==> src/rtl/bsg_link_pkg.sv <==
// bsg_link_pkg: shared link widths, credit constants and upstream FSM state type
package bsg_link_pkg;

    localparam int CORE_W      = 32;
    localparam int IO_W        = 8;
    localparam int CREDIT_MAX  = 64;
    localparam int TOKEN_BATCH = 8;
    localparam int CREDIT_W    = $clog2(CREDIT_MAX + 1);

    typedef enum logic [2:0] {
        IDLE,
        B0,
        B1,
        B2,
        B3
    } up_state_e;

endpackage

==> src/rtl/bsg_two_fifo.sv <==
// bsg_two_fifo: two-entry valid/ready buffer; enq_ready reflects pre-dequeue occupancy
module bsg_two_fifo #(
    parameter int W = 32
) (
    input  logic         clk,
    input  logic         rst,
    input  logic         enq_valid,
    input  logic [W-1:0] enq_data,
    output logic         enq_ready,
    output logic         deq_valid,
    output logic [W-1:0] deq_data,
    input  logic         deq_yumi
);

    logic [W-1:0] mem [2];
    logic         wptr;
    logic         rptr;
    logic [1:0]   cnt;
    logic         push;
    logic         pop;

    assign enq_ready = cnt != 2'd2;
    assign deq_valid = cnt != 2'd0;
    assign push      = enq_valid & enq_ready;
    assign pop       = deq_yumi & deq_valid;
    assign deq_data  = mem[rptr];

    // pointer and occupancy bookkeeping
    always_ff @(posedge clk or negedge rst) begin
        if (!rst) begin
            wptr <= 1'b0;
            rptr <= 1'b0;
            cnt  <= 2'd0;
        end else begin
            if (push) wptr <= ~wptr;
            if (pop) rptr <= ~rptr;
            cnt <= cnt + 2'(push) - 2'(pop);
        end
    end

    // storage needs no reset: it is only read while deq_valid is high
    always_ff @(posedge clk) begin
        if (push) mem[wptr] <= enq_data;
    end

endmodule

==> src/rtl/bsg_upstream_ch.sv <==
// bsg_upstream_ch: credit-flow upstream channel serializing core words into io bytes
module bsg_upstream_ch #(
    parameter int CORE_W      = bsg_link_pkg::CORE_W,
    parameter int IO_W        = bsg_link_pkg::IO_W,
    parameter int CREDIT_MAX  = bsg_link_pkg::CREDIT_MAX,
    parameter int TOKEN_BATCH = bsg_link_pkg::TOKEN_BATCH
) (
    input  logic                              clk,
    input  logic                              rst,
    input  logic                              core_valid_in,
    input  logic [CORE_W-1:0]                 core_data_in,
    output logic                              core_ready_out,
    output logic                              io_valid_out,
    output logic [IO_W-1:0]                   io_data_out,
    input  logic                              io_token_in,
    output logic [$clog2(CREDIT_MAX+1)-1:0]   credit_cnt,
    output logic                              credit_err
);

    import bsg_link_pkg::*;

    localparam int CW = $clog2(CREDIT_MAX + 1);

    up_state_e         state;
    up_state_e         state_nxt;
    logic              fifo_valid;
    logic [CORE_W-1:0] fifo_data;
    logic              fifo_yumi;
    logic              emit;
    logic              consume;
    logic [1:0]        byte_sel;
    logic [IO_W-1:0]   byte_mux;
    logic              has_credit;
    logic              token_r;
    logic              token_toggle;
    logic [CW:0]       credit_sum;

    bsg_two_fifo #(.W(CORE_W)) u_fifo (
        .clk       (clk),
        .rst       (rst),
        .enq_valid (core_valid_in),
        .enq_data  (core_data_in),
        .enq_ready (core_ready_out),
        .deq_valid (fifo_valid),
        .deq_data  (fifo_data),
        .deq_yumi  (fifo_yumi)
    );

    assign has_credit   = credit_cnt != '0;
    assign token_toggle = io_token_in ^ token_r;
    assign byte_mux     = fifo_data[IO_W*int'(byte_sel) +: IO_W];
    // a returned batch and a consumed credit on the same edge net together
    assign credit_sum   = {1'b0, credit_cnt}
                        + (token_toggle ? (CW+1)'(TOKEN_BATCH) : '0)
                        - (CW+1)'(consume);

    // next-state and per-edge byte emission; each half-word start costs one credit
    always_comb begin
        state_nxt = state;
        emit      = 1'b0;
        consume   = 1'b0;
        fifo_yumi = 1'b0;
        byte_sel  = 2'd0;
        case (state)
            IDLE: begin
                if (fifo_valid && has_credit) begin
                    state_nxt = B0;
                    emit      = 1'b1;
                    consume   = 1'b1;
                end
            end
            B0: begin
                state_nxt = B1;
                emit      = 1'b1;
                byte_sel  = 2'd1;
            end
            B1: begin
                if (has_credit) begin
                    state_nxt = B2;
                    emit      = 1'b1;
                    consume   = 1'b1;
                    byte_sel  = 2'd2;
                end
            end
            B2: begin
                state_nxt = B3;
                emit      = 1'b1;
                fifo_yumi = 1'b1;
                byte_sel  = 2'd3;
            end
            B3: begin
                state_nxt = (fifo_valid && has_credit) ? B0 : IDLE;
                emit      = fifo_valid && has_credit;
                consume   = fifo_valid && has_credit;
            end
            default: state_nxt = IDLE;
        endcase
    end

    // FSM state register
    always_ff @(posedge clk or negedge rst) begin
        if (!rst) state <= IDLE;
        else state <= state_nxt;
    end

    // registered io byte lane; data holds its last value while idle
    always_ff @(posedge clk or negedge rst) begin
        if (!rst) begin
            io_valid_out <= 1'b0;
            io_data_out  <= '0;
        end else begin
            io_valid_out <= emit;
            if (emit) io_data_out <= byte_mux;
        end
    end

    // credit counter with token-toggle returns, saturation and sticky overflow flag
    always_ff @(posedge clk or negedge rst) begin
        if (!rst) begin
            credit_cnt <= CW'(CREDIT_MAX);
            credit_err <= 1'b0;
            token_r    <= 1'b0;
        end else begin
            token_r <= io_token_in;
            if (credit_sum > (CW+1)'(CREDIT_MAX)) begin
                credit_cnt <= CW'(CREDIT_MAX);
                credit_err <= 1'b1;
            end else begin
                credit_cnt <= credit_sum[CW-1:0];
            end
        end
    end

endmodule

==> config.mk <==
export PLATFORM = sky130hd
export DESIGN_NAME = bsg_upstream_ch
export DESIGN_NICKNAME = d
export VERILOG_FILES = /design/src/rtl/bsg_link_pkg.sv /design/src/rtl/bsg_two_fifo.sv /design/src/rtl/bsg_upstream_ch.sv
export SDC_FILE = /design/constraint.sdc
export NUM_CORES = 1
export LEC_CHECK = 0
export BUFFER_PORTS_ARGS = -buffer_cell sky130_fd_sc_hd__buf_2
export CORE_MARGIN = 4
export CORE_UTILIZATION = 60
export DETAILED_ROUTE_END_ITERATION = 12
export GPL_ROUTABILITY_DRIVEN = 0
export GPL_TIMING_DRIVEN = 0
export PLACE_DENSITY = 0.83
export SLEW_MARGIN = 20
export SYNTH_ARGS = -nofsm -noshare
export SYNTH_HDL_FRONTEND = slang
export SYNTH_SLANG_ARGS = --single-unit
==> constraint.sdc <==
create_clock -name clk -period 4.33 [get_ports clk]
set_clock_uncertainty 0.05 [all_clocks]
set_input_delay 0.2165 -clock clk [delete_from_list [all_inputs] [get_ports clk]]
set_output_delay 0.2165 -clock clk [all_outputs]
set_load 0.02 [all_outputs]
* After elaboration in Yosys (flattened, before gate mapping)
Memories as Yosys holds them, arrays and structs flattened. Index checks and enable logic that the tools add are counted.
Cells by class: add/subtract/negate cells 4, bitwise logic cells 5, equal/unequal tests 7, shift operators 1, reductions and logical operators 6, $lt $le $gt $ge 1, mux-type cells 15
Operator list (count):
- 32-bit by 6-bit variable part select with 8-bit output | 1
- 3-bit case mux with 5 select lines | 1
- 7-bit by 4-bit adder with 8-bit output | 1
- 8-bit by 7-bit > comparator with 1-bit output, second input constant | 1
- 8-bit by 1-bit subtractor with 8-bit output | 1
- 7-bit two-way mux | 1
- 7-bit nonzero test | 1
- 3-bit by 2-bit equality test with 1-bit output, second input constant | 2
- 1-bit two-way mux | 6
- 3-bit two-way mux | 2
- 2-bit != test, second input constant | 3
- 2-bit case mux with 3 select lines | 1
- 4-bit two-way mux | 1
- 1-bit case mux with 4 select lines | 1
- 3-bit by 1-bit equality test with 1-bit output, second input constant | 1
- 3-bit equality test, second input constant | 1
- 3-bit logical NOT | 1
- 1-bit case mux with 3 select lines | 1
- 2-bit by 1-bit adder with 2-bit output | 1
- 1-bit AND | 2
- 2-bit two-way mux | 1
- 1-bit inverter | 2
- 2-bit AND reduction | 1
- 2-bit nonzero test | 1
- other kinds (4) | 4
Storage, ports and cells: logic and storage cells 49, flip-flop bits (word level) 25, memory bits (writable) 64, memories 1, output and inout port bits 18, bits of input ports 36
Memories:
- u_fifo.mem | words 2, bits a word 32, read ports 1, clocked after memory_dff 0, wr ports 1, RTL line bsg_two_fifo.sv:15 | logic [W-1:0] mem [2];

* Longest topological paths before layout
depth in word-level cells 7, mapped depth 14, mapped depth without buffers 14

* Hierarchy
From an unflattened synthesis, not the netlist that was laid out.
Unflattened totals: cells, all modules 250, area total of the unflattened synthesis 3926.3 sq um
Modules (own cells, without submodules):
- bsg_two_fifo | cells each 117, area an instance 2519.9 sq um, times used 1, seq. area each 2021.9 sq um
- bsg_upstream_ch | cells each 133, area an instance 1406.3 sq um, times used 1, seq. area each 526.8 sq um

* Worst setup path before layout
No wires, ideal clock.
path kind reg2reg, from register credit_cnt[4], to register credit_err, period minus slack after synthesis 3.034 ns, path buffers 0, arrival time 2.852 ns, required time 4.148 ns, slack 1.296 ns, cell stages (with the launch flop) 15, setup time 0.132 ns, cells stage by stage dfrtp_1 -> inv_1 -> ha_1 -> nand3_1 -> o21ai_0 -> nor2_1 -> ha_1 -> inv_1 -> ha_1 -> fa_1 -> a21o_1 -> a21oi_1 -> xnor2_1 -> a31oi_1 -> or3b_1
On the way: longest elaborated chain between the ends 6, elaborated cells between the ends (all ways) 8, those cells by class 2 x add/sub; 1 x order compare; 3 x mux; 2 x reduce/logical
RTL lines:
- start: declaration | RTL line bsg_upstream_ch.sv:16 | output logic [$clog2(CREDIT_MAX+1)-1:0] credit_cnt,
- start signal: assignment | RTL line bsg_upstream_ch.sv:120 | credit_cnt <= CW'(CREDIT_MAX);
- start signal: assignment | RTL line bsg_upstream_ch.sv:126 | credit_cnt <= CW'(CREDIT_MAX);
- start signal: assignment | RTL line bsg_upstream_ch.sv:129 | credit_cnt <= credit_sum[CW-1:0];
- 7-bit nonzero test | RTL line bsg_upstream_ch.sv:49 | assign has_credit = credit_cnt != '0;
- 1-bit logical AND | RTL line bsg_upstream_ch.sv:66, bsg_upstream_ch.sv:94
- 1-bit two-way mux | RTL line bsg_upstream_ch.sv:66 | if (fifo_valid && has_credit) begin
- 1-bit case mux with 3 select lines | RTL line bsg_upstream_ch.sv:64 | case (state)
- 8-bit by 1-bit subtractor with 8-bit output * | RTL line bsg_upstream_ch.sv:55 | - (CW+1)'(consume);
- 8-bit by 7-bit > comparator with 1-bit output * | RTL line bsg_upstream_ch.sv:125 | if (credit_sum > (CW+1)'(CREDIT_MAX)) begin
- end signal: assignment | RTL line bsg_upstream_ch.sv:121 | credit_err <= 1'b0;
- end signal: assignment | RTL line bsg_upstream_ch.sv:127 | credit_err <= 1'b1;
- end: declaration | RTL line bsg_upstream_ch.sv:17 | output logic credit_err
Every way passes the cells marked *; elsewhere a longest branch is shown, timed or not. A chain may end at the register's enable or synchronous reset.

* Final worst setup path
from register credit_cnt[6], to register credit_err
The elaborated chain is that of the path after synthesis.

==> impl_metrics.tcl <==
set metrics [dict create \
    cp_max_fo 7 \
    start_util_pct 62.4 \
    antenna_found_initial 0 \
    hp-class "primary input to flop" \
    rows 28 \
    period_needed_ns 3.28 \
    dp_worst_setup_slack_ns 1.12 \
    rsz0062_at_grt "false" \
    yosysTopAreaCell "edfxtp_1" \
    placed_cells 355 \
    via_per_inst 5.45 \
    vias 2147 \
    io_pins 54 \
    cts_max_path_buffers 2 \
    ys.warnings.count 0 \
    powerDensity_nw_per_um2 707 \
    postLayoutCoreUtil_pct 76.0 \
    worstPathArrival_ns 3.45 \
    syn-num-nets 273 \
    clock_latency_ns 0.35 \
    drive_gt1_share_pct 31.3 \
    critPathLaunchType "flop" \
    synth.distinct_cells 37 \
    crit_path_end_kind "flop" \
    drc_errors 0 \
    syn_area_per_cell_um2 16.5 \
    drv_slew 0 \
    numClockSinks 89 \
    cts_resized 0 \
    worst_slew_pin_slew_ns 0.630 \
    power.total_mw 3.20 \
    cts-hold-fix-buffers 21 \
    synthTopCellsByArea "edfxtp_1 52%, dfrtp_1 16%, mux4_2 9.7%, ha_1 3.7%, mux2i_1 2.2%" \
    grt_max_degree 33 \
    dp_hpwl_um 4390 \
    synth_top_flop_cell "edfxtp_1" \
    wl_um 6920 \
    clk_pin_slew_ns 0.09 \
    synth-edff-count 64 \
    overflow 0 \
    stdcell_count 394 \
    setup_tns_ns 0 \
    h-tree-depth 3 \
    min_period_over_period_pct 75.6 \
    max_stage_delay_ns 0.59 \
    grt_pass1_vias 2334 \
    ir_drop_uv 422 \
    post_cts_buffers 0 \
    ys_seq_area_share_pct 68.6 \
    coreArea_um2 5960 \
    drt-pass1-iter-count 6 \
    p_leak_nw 1.79 \
    worst_slack_ns 1.05 \
    tritoncts "yes" \
    drtIter0Drc 137 \
    max_freq_mhz 305 \
    ys_seq_elements 89 \
    relSlewSlack_pct 58.0 \
    die_area_um2 7510 \
    critical_path_class "flop to flop" \
    setup_viol 0 \
    ant_nets 0 \
    path_cells "nor4_1 > nand3_1 > o21ai_0 > nor2_1 > ha_1 > inv_1 > ha_1 > fa_1 > a21o_1 > a21oi_1 > xnor2_1 > a31oi_1 > or3b_1" \
    synth.most_common_cell "edfxtp_1" \
    die_y_um 86.7 \
    fin_nets 362 \
    portBuffers 53 \
    grt_pass1_wl_um 11300 \
    crit_slowest_cell "dfstp_2" \
    hold_path_depth 1 \
    async_flop_share_pct 28.1 \
    cts-buffers-inserted 9 \
    clock-root-buffer "clkbuf_8" \
    netlist_instances 225 \
    synth_top_area_share_pct 51.7 \
    diodes 0 \
    crit_top_cell "ha_1" \
    cap_violations 0 \
    post_drt_wl_per_cell_um 17.6 \
    grt.total_usage_pct 20.4 \
    netlist_area_um2 3710 \
    synthTopCellsByCount "64 x edfxtp_1, 24 x dfrtp_1, 16 x mux4_2" \
    worstPathRequired_ns 4.50 \
    hold_violations 0 \
    outcome "finished clean" \
    fp.dieW_um 86.7 \
    area_growth_pct 21.8 \
    ff2ff_path_depth 13 \
]
-- worst max-delay path: cells and delay by family (launching register included) --
kind	cells	cell delay, ns
AOI/OAI and AO/OA	4	0.78
xor gates and xnor gates	1	0.19
adders and majority gates	3	0.78
buffers and inverters	1	0.04
DFF	1	0.59
and+or+nand+nor	4	0.74
-- power breakdown --
group,total (mW),internal (mW),leakage (nW),switching [mW]
registers,1.29,1.19,0.897,0.103
clock network,0.499,0.207,0.0850,0.292
logic,1.40,0.624,0.812,0.781
-- placed cells by master (no fill, tap or decap), types with 3 or more instances in the layout --
master / count
o21ai_0: 8
inv_1: 14
nor2b_1: 4
nand2_1: 15
mux4_2: 16
ha_1: 11
clkinv_2: 3
xnor2_1: 7
dlygate4sd3_1: 23
nor2_1: 13
edfxtp_1: 64
dfrtp_1: 24
buf_2: 58
mux2i_1: 8
o21ai_1: 4
clkbuf_8: 9
nor3b_1: 3
-- per-layer routing --
layer  share of wire (%)  routed length [µm]  track usage [%]
met2                  54                3720             36.9
met4                 1.6                 111             7.65
met1                  40                2750             23.9
met3                 4.8                 332             4.18
met5                   0                   0                0
-- flip-flops by register name, summed over array words and instances, names as in the netlist, 2 cells and up --
register,count
u_fifo.mem,64
io_data_out,8
credit_cnt,7
state,3
u_fifo.cnt,2
-- path summary, 6_finish.rpt --
path / start / end / slack (ns)
max in group asynchronous: rst / io_data_out[5] / 3.51
setup / recovery: credit_cnt[6] / credit_err / 1.05
min in group asynchronous: rst / u_fifo.wptr / 0.34
hold / removal: core_data_in[26] / u_fifo.mem[1][26] / 0.02
hold reg to reg: state[2] / state[1] / 0.43
setup reg to reg: credit_cnt[6] / credit_err / 1.05
-- cell type report --
type | instances | area [µm²]
clock buffers | 9 | 124
well taps | 75 | 93.8
flip-flops and latches | 89 | 2550
clock inverters | 7 | 47.5
plain buffers | 6 | 32.5
fillers | 372 | 1430
repair buffers | 78 | 536
multi-input cells | 116 | 1090
inverters | 14 | 52.6
-- logic make-up after synthesis --
logic type,share of synthesized area (%)
AO/OA/AOI/OAI,4.38
XOR/XNOR,1.89
adder cells (fa/ha/maj),4.24
buffers and inverters,2.29
flip-flops,68.6
multiplexers,11.9
AND/OR/NAND/NOR,6.74
-- through the flow --
| step | hold slack (ns) | cell area, µm² |
|---|---|---|
| 2_1_floorplan | -0.129 | 3710 |
| 3_3_place_gp | 0.182 | 4070 |
| 3_5_place_dp | 0.185 | 4120 |
| 4_1_cts | 0.00173 | 4500 |
| 5_1_grt | 0.00139 | 4520 |
| 6_report | 0.0169 | 4520 |
Power figures use the tool's default switching activity.
